==> src/rtl/time_set_controller.sv <==
// rtl/time_set_controller.sv - button-driven time-setting sequencer for the clock display path
//
// Freezes the running time on a long press, lets short presses step the
// selected hour/minute/second field, and commits the edited value to
// clock_counter with a one-cycle load strobe. Every output is registered.
//
// Ports:
//   clk          pixel clock, the only clock
//   rst          synchronous active-high reset
//   short_press  one-cycle debounced short-press pulse
//   long_press   one-cycle debounced long-press pulse
//   cur_hour/min/sec  live time from clock_counter
//   set_hour/min/sec  edited time (shadow registers)
//   load         one-cycle strobe; clock_counter copies set_* on this cycle
//   run_en       1 = counter may advance, 0 = frozen
//   edit_field   0 none, 1 hour, 2 minute, 3 second
//   blink_on     highlight phase of the selected field, 0 outside edit states
module time_set_controller #(
  parameter int TIMEOUT_CYCLES = 270000000,
  parameter int BLINK_CYCLES   = 6750000
) (
  input  logic       clk,
  input  logic       rst,
  input  logic       short_press,
  input  logic       long_press,
  input  logic [4:0] cur_hour,
  input  logic [5:0] cur_min,
  input  logic [5:0] cur_sec,
  output logic [4:0] set_hour,
  output logic [5:0] set_min,
  output logic [5:0] set_sec,
  output logic       load,
  output logic       run_en,
  output logic [1:0] edit_field,
  output logic       blink_on
);

  localparam int TW = $clog2(TIMEOUT_CYCLES + 1);
  localparam int BW = $clog2(BLINK_CYCLES + 1);

  // Terminal counts: the counter value seen on the last idle cycle before
  // the timeout / blink toggle takes effect on the next edge.
  localparam logic [TW-1:0] IDLE_LAST  = TW'(TIMEOUT_CYCLES - 1);
  localparam logic [BW-1:0] BLINK_LAST = BW'(BLINK_CYCLES - 1);
  localparam logic [TW-1:0] IDLE_ONE   = TW'(1);
  localparam logic [BW-1:0] BLINK_ONE  = BW'(1);

  // Edit-state codes are chosen so their low two bits equal edit_field.
  localparam logic [2:0] S_RUN    = 3'd0;
  localparam logic [2:0] S_EDIT_H = 3'd1;
  localparam logic [2:0] S_EDIT_M = 3'd2;
  localparam logic [2:0] S_EDIT_S = 3'd3;
  localparam logic [2:0] S_COMMIT = 3'd4;

  logic [2:0]    state_q, state_d;
  logic [TW-1:0] idle_q, idle_d;
  logic [BW-1:0] blink_cnt_q, blink_cnt_d;
  logic [4:0]    set_hour_q, set_hour_d;
  logic [5:0]    set_min_q, set_min_d;
  logic [5:0]    set_sec_q, set_sec_d;
  logic          load_q, load_d;
  logic          run_en_q, run_en_d;
  logic [1:0]    edit_field_q, edit_field_d;
  logic          blink_on_q, blink_on_d;
  logic          edit_next;

  always_comb begin
    state_d     = state_q;
    idle_d      = idle_q;
    blink_cnt_d = blink_cnt_q;
    set_hour_d  = set_hour_q;
    set_min_d   = set_min_q;
    set_sec_d   = set_sec_q;
    blink_on_d  = blink_on_q;

    case (state_q)
      S_RUN: begin
        if (long_press) begin
          state_d     = S_EDIT_H;
          set_hour_d  = cur_hour;
          set_min_d   = cur_min;
          set_sec_d   = cur_sec;
          idle_d      = '0;
          blink_cnt_d = '0;
          blink_on_d  = 1'b1;
        end
      end

      S_EDIT_H, S_EDIT_M, S_EDIT_S: begin
        if (long_press) begin
          // long wins over a simultaneous short: no increment here
          state_d     = (state_q == S_EDIT_S) ? S_COMMIT : state_q + 3'd1;
          idle_d      = '0;
          blink_cnt_d = '0;
          blink_on_d  = 1'b1;
        end else if (short_press) begin
          case (state_q)
            S_EDIT_H: set_hour_d = (set_hour_q == 5'd23) ? 5'd0 : set_hour_q + 5'd1;
            S_EDIT_M: set_min_d  = (set_min_q  == 6'd59) ? 6'd0 : set_min_q  + 6'd1;
            default:  set_sec_d  = (set_sec_q  == 6'd59) ? 6'd0 : set_sec_q  + 6'd1;
          endcase
          idle_d      = '0;
          blink_cnt_d = '0;
          blink_on_d  = 1'b1;
        end else if (idle_q == IDLE_LAST) begin
          // abandon the edit; set_* keep the partial values but no load
          state_d     = S_RUN;
          idle_d      = '0;
          blink_cnt_d = '0;
        end else begin
          idle_d = idle_q + IDLE_ONE;
          if (blink_cnt_q == BLINK_LAST) begin
            blink_cnt_d = '0;
            blink_on_d  = ~blink_on_q;
          end else begin
            blink_cnt_d = blink_cnt_q + BLINK_ONE;
          end
        end
      end

      S_COMMIT: state_d = S_RUN;

      default: state_d = S_RUN;
    endcase

    // Outputs are registered, so they are derived from the next state.
    edit_next    = (state_d == S_EDIT_H) || (state_d == S_EDIT_M) || (state_d == S_EDIT_S);
    run_en_d     = (state_d == S_RUN);
    load_d       = (state_d == S_COMMIT);
    edit_field_d = edit_next ? state_d[1:0] : 2'd0;
    if (!edit_next) begin
      blink_on_d = 1'b0;
    end
  end

  always_ff @(posedge clk) begin
    if (rst) begin
      state_q      <= S_RUN;
      idle_q       <= '0;
      blink_cnt_q  <= '0;
      set_hour_q   <= '0;
      set_min_q    <= '0;
      set_sec_q    <= '0;
      load_q       <= 1'b0;
      run_en_q     <= 1'b1;
      edit_field_q <= 2'd0;
      blink_on_q   <= 1'b0;
    end else begin
      state_q      <= state_d;
      idle_q       <= idle_d;
      blink_cnt_q  <= blink_cnt_d;
      set_hour_q   <= set_hour_d;
      set_min_q    <= set_min_d;
      set_sec_q    <= set_sec_d;
      load_q       <= load_d;
      run_en_q     <= run_en_d;
      edit_field_q <= edit_field_d;
      blink_on_q   <= blink_on_d;
    end
  end

  assign set_hour   = set_hour_q;
  assign set_min    = set_min_q;
  assign set_sec    = set_sec_q;
  assign load       = load_q;
  assign run_en     = run_en_q;
  assign edit_field = edit_field_q;
  assign blink_on   = blink_on_q;

endmodule

==> config.mk <==
export PLATFORM = sky130hd
export DESIGN_NAME = time_set_controller
export DESIGN_NICKNAME = d
export VERILOG_FILES = /design/src/rtl/time_set_controller.sv
export SDC_FILE = /design/constraint.sdc
export NUM_CORES = 1
export LEC_CHECK = 0
export BUFFER_PORTS_ARGS = -buffer_cell sky130_fd_sc_hd__clkbuf_2
export CAP_MARGIN = 5
export CORE_MARGIN = 2
export CORE_UTILIZATION = 59
export DETAILED_ROUTE_END_ITERATION = 8
export GPL_ROUTABILITY_DRIVEN = 1
export HOLD_SLACK_MARGIN = 0.03
export PLACE_DENSITY = 0.87
export SYNTH_ARGS = -nofsm -noshare
export SYNTH_HDL_FRONTEND = slang
export SYNTH_SLANG_ARGS = --single-unit
==> constraint.sdc <==
create_clock -name clk -period 2.63 [get_ports clk]
set_input_delay 0.263 -clock clk [delete_from_list [all_inputs] [get_ports clk]]
set_output_delay 0.263 -clock clk [all_outputs]
set_load 0.005 [all_outputs]
==> metrics, run 1 <==
Initial Utilization=between 60% and 70%; Final Core Density=roughly two thirds; Area Overhead vs Synth=11.6%; asr flop ratio synth=0%; DRT Pass-1 Iters=5; mean area per synthesized cell=8.27 um^2; IO Pins=between 40 and 50; CP Data Required Time=2.86 ns; total CTS buffers=9; minimum clock period=2.44 ns; RSZ-0062 raised after global routing=no; slowest stage cell, crit path=or4_1; HP Class=in2reg; TritonCTS clock tree=built; number of global-route vias before repair=around 3.4k; sw power=roughly 720 uW; IO buf count=42; register bit total from synthesis=77; Setup WS pre-CTS=0.191 ns; Chip Width=around 86 um; share of the synthesized area in the top cell type=around 38%; Root Driver=clkbuf_8; antenna violations before repair=0; fin crit share=~93%; endpoints failing setup=0; clk sink count=77; cell family with the largest share of critical-path delay=simple AND/OR/NAND/NOR gates; internal power=approximately 1.7 mW; core area=6680 um^2; Logic pwr share=~16%; Sw Ratio=about 29%; vias per cell=approximately 6; H-tree level count=3; crit path buf inv count=1; CTS Buffer Depth=2; synth warn=0; Area contributors post-synth=dfxtp_1, nor2_1, xor2_1, xnor2_1, nand2_1; antenna violation net count after detailed routing=0; critical path class=reg2reg; Worst-path clk slew=0.08 ns; Final Wtd Congestion=roughly 0.86; Worst-Skew Late Latency=0.35 ns; status=finished, final reports clean; total grt overflow=0; Worst setup SP type=register; Mapped Cells=around 490; Setup crit end kind=register; Post-Syn Nets=between 500 and 600; post-layout power=~2.5 mW; full die area=7480 um^2; power per cell area=roughly 550 nW/um^2; final worst setup slack=just under 0.2 ns; clock skew=approximately 0.0093 ns; drt first-iter violations=between 200 and 250; final wirelength=~8700 um; number of flops mapped to enable cells by yosys=0; # rows=30; Post-synth top cells=nor2_1, dfxtp_1, nand2_1; largest net degree at the start of global routing=29; Netlist cell types=a little over 60; detailed placement HPWL=a little over 6000 um; max_slew headroom=about three fifths; vias=3610; final layout net count=between 500 and 600; Seq/Total Area, Yosys=approximately two fifths; final non-filler cell total=around 610; die height=roughly 86 um; CP Data Arrival Time=2.67 ns; Synth area leader=dfxtp_1; CP peak stage delay=roughly 0.53 ns; DRC viols=0; top_reg_cell synth=dfxtp_1; Post-Place Cells=approximately 600; first-pass GRT wire length=approximately 15000 um; Hold Vio Cnt, Final=0; Cell Area, Synth=roughly 4000 um^2; Slew @ Worst Pin=about 0.57 ns; Avg WL per Cell=roughly 14 um; sequential fraction of design power=51.6%; # fillers=between 500 and 600; Worst VDD drop=0.328 mV; # diodes=0; Max-Cap Viols=0; Clock power frac=32.4%; Lkg Pwr=1.61 nW; Crit Path Max Fanout=6; CP Cell Sequence=inv_1 -> ha_1 -> or3b_2 -> and3_1 -> nand3_1 -> or4_1 -> xor2_1 -> nor2_1; Fmax achieved=slightly above 400 MHz; gr usage total=24.7%; Slew Limit Fails=0; top-count cell post-synth=nor2_1; setup_tns=0 ns; Post-CTS Setup Bufs=0; share of cells above drive strength 1=between 10% and 20%
cells in the final DEF, fill, tap and decap left out, types with 12 or more instances in the layout:
cell,netlist,final
buf_4,2,12
clkbuf_2,0,42
dfxtp_1,77,77
nand2_1,43,43
nand3_1,32,32
nand4_1,17,17
nor2_1,86,86
nor3_1,14,14
o21ai_0,13,13
xnor2_1,20,20
xor2_1,29,29
stage by stage:
stage,hold WS (ns),cell area (um^2)
after floorplan,0.422,4010
after CTS,0.146,4470
after detailed placement,0.484,4300
after global routing,0.172,4480
after global placement,0.472,4300
final,0.150,4480
power groups by stage:
stage | Clock, mW | Sequential [mW] | Combinational, mW
4_1_cts | 0.802 | 1.27 | 0.393
3_5_place_dp | 0 | 1.29 | 0.389
6_report | 0.797 | 1.27 | 0.395
5_1_grt | 0.856 | 1.28 | 0.438
3_3_place_gp | 0 | 1.29 | 0.378
2_1_floorplan | 0 | 1.29 | 0.273
registers in the layout (all words and copies together) (netlist names), 2 cells and up:
name,flops
idle_q,29
set_min,6
set_sec,6
state_q,3
edit_field,2
blink_cnt_q,23
set_hour,5
per-layer routing:
metal  part of all wire (%)  up-vias  GRT usage (%)
met1                     46     1684           32.3
met3                    4.9       14           4.48
met5                      0        -              0
li1                       -     1811              -
met4                    1.6        0           10.1
met2                     48      101           40.6
cell families (layout without fill, tap and decap cells):
logic type	count (synthesis)	after routing	synth area share, %
compound gates	72	72	13.0
xor+xnor	49	49	10.7
fa+ha+maj	10	10	3.12
buf+inv	29	77	3.52
flops	77	77	38.4
mux	2	2	0.499
simple gates	246	246	30.7
worst paths after layout:
kind                                startpoint                           end  slack, ns  depth (start not counted)
setup / recovery         state_q[0]$_SDFF_PP0_       idle_q[22]$_SDFFE_PP0P_       0.19                          8
hold reg to reg   blink_cnt_q[13]$_SDFFE_PP0P_  blink_cnt_q[13]$_SDFFE_PP0P_       0.49                          2
hold / removal                      cur_sec[1]       set_sec[1]$_SDFFE_PP0P_       0.15                          3
setup reg to reg         state_q[0]$_SDFF_PP0_       idle_q[22]$_SDFFE_PP0P_       0.19                          8
layout make-up:
type | count | area (um^2) | area share (%)
clock buffers | 11 | 141 | 3.16
multi-input cells | 379 | 2340 | 52.2
repair buffers | 54 | 300 | 6.71
flip-flops and latches | 77 | 1540 | 34.4
inverters | 8 | 30.0 | 0.671
well taps | 80 | 100 | 2.24
clock inverters | 4 | 25.0 | 0.559
worst reg2reg max path: cells and delay by family (launching register included):
family,cells,cell delay (ns)
flops,1,0.42
fa+ha+maj,1,0.25
buf+inv,1,0.10
simple gates,5,1.38
xor+xnor,1,0.17
what timing repair did:
action,CTS,global route
resized for setup,0,2
hold buffers,0,0
setup endpoints to repair,0,3
No activity file was read; power rests on OpenSTA's default activity.
==> run 2: changes to the inputs <==
REMOVE_ABC_BUFFERS = 1   (was not set)
==> metrics, run 2 (synthesis gave the netlist of run 1 again) <==
antenna violation net count after detailed routing=0; final non-filler cell total=roughly 610; clock skew=0.0120 ns; IO buf count=42; clk sink count=77; Max-Cap Viols=0; endpoints failing setup=0; Biggest register=idle_q; power per cell area=568 nW/um^2; commonest non-fill, non-tap cell in the layout=nor2_1; core area=6680 um^2; cell family with the largest share of critical-path delay=simple AND/OR/NAND/NOR gates; CP Data Arrival Time=roughly 2.7 ns; Root Driver=clkbuf_8; CTS Buffer Depth=2; number of global-route vias before repair=approximately 3.4k; slowest stage cell, crit path=or4_1; largest net degree at the start of global routing=28; Slew Limit Fails=0; crit path buf inv count=1; CTS resizes=0; vias=3653; antenna violations before repair=0; CP Data Required Time=2.88 ns; Avg WL per Cell=around 14 um; final wirelength=between 8000 and 9000 um; Largest register FFs=29; Crit Path Max Fanout=6; Post-CTS Setup Bufs=0; most frequent cells in the layout=nor2_1, dfxtp_1, nand2_1; critical path class=reg2reg; CP Cell Sequence=inv_1 -> ha_1 -> or3b_2 -> and3_1 -> nand3_1 -> or4_1 -> xor2_1 -> nor2_1; Hold Vio Cnt, Final=0; Post-Place Cells=about 600; max_slew headroom=54.0%; drt first-iter violations=198; total CTS buffers=9; die height=between 80 and 90 um; total grt overflow=0; RSZ-0062 raised after global routing=no; Lkg Pwr=between 1.5 and 2 nW; status=finished, final reports clean; IO Pins=43; detailed placement HPWL=about 6300 um; Initial Utilization=about 60%; Worst setup SP type=register; # diodes=0; Regs by FF count=idle_q (29), blink_cnt_q (23); TritonCTS clock tree=built; fin crit share=roughly 93%; CP peak stage delay=between 0.5 and 0.6 ns; DRT Pass-1 Iters=4; final layout net count=561; # rows=30; Final Wtd Congestion=around 0.9; setup_tns=0 ns; first-pass GRT wire length=15100 um; vias per cell=5.95; Worst-path clk slew=0.08 ns; gr usage total=between 20% and 30%; full die area=about 7500 um^2; minimum clock period=roughly 2.5 ns; Slew @ Worst Pin=just under 0.7 ns; HP Class=in2reg; Chip Width=between 80 and 90 um; share of cells above drive strength 1=16.1%; Worst VDD drop=around 0.5 mV; Setup crit end kind=register; Fmax achieved=407 MHz; DRC viols=0; Worst-Skew Late Latency=0.36 ns; Area Overhead vs Synth=12.1%; H-tree level count=3; Hold Buf Count CTS=0
run 2: final timing paths:
check                                                  start                           end  slack [ns]  cells after the start
worst max-delay path                   state_q[0]$_SDFF_PP0_       idle_q[22]$_SDFFE_PP0P_        0.18                      8
worst min-delay path                              cur_min[1]       set_min[1]$_SDFFE_PP0P_        0.14                      3
worst max register to register         state_q[0]$_SDFF_PP0_       idle_q[22]$_SDFFE_PP0P_        0.18                      8
worst min register to register  blink_cnt_q[13]$_SDFFE_PP0P_  blink_cnt_q[13]$_SDFFE_PP0P_        0.49                      2
run 2: cell type report:
class / count / area [um^2]
tap: 80 / 100
clock buffer: 11 / 141
clock inverter: 4 / 48.8
inverter: 8 / 30.0
fill: 533 / 2180
timing repair buffer: 55 / 308
sequential: 77 / 1540
multi-input combinational: 379 / 2330
run 2: metal layers:
layer,routed length (um),part of all wire [%],GRT usage [%],up-vias
met4,189,2.1,11.4,0
li1,-,-,-,1810
met5,0,0,0,-
met1,3910,44,30.9,1736
met2,4360,49,41.5,89
met3,406,4.6,4.48,18
run 2: power breakdown:
part | internal [mW] | total (mW) | switching, mW
clock | 0.458 | 0.894 | 0.436
sequential | 1.21 | 1.27 | 0.0550
combinational | 0.168 | 0.394 | 0.227
total | 1.84 | 2.56 | 0.717
run 2: metrics by stage:
step	area (um^2)	total power [mW]	setup WS [ns]	hold WS, ns	utilization [%]
global placement	4310	1.67	0.352	0.470	64.5
floorplan	3900	1.53	0.219	0.332	-
global route	4500	2.67	0.00275	0.157	67.3
detailed placement	4310	1.68	0.240	0.482	64.5
CTS	4500	2.57	0.199	0.139	67.3
finish	4500	2.56	0.176	0.137	67.3
run 2: worst register-to-register path: stages, from the launching register on:
cell     delay [ns]
dfxtp_1        0.42
inv_1          0.09
ha_1           0.26
or3b_2         0.25
and3_1         0.34
nand3_1        0.23
or4_1          0.54
xor2_1         0.16
nor2_1         0.05
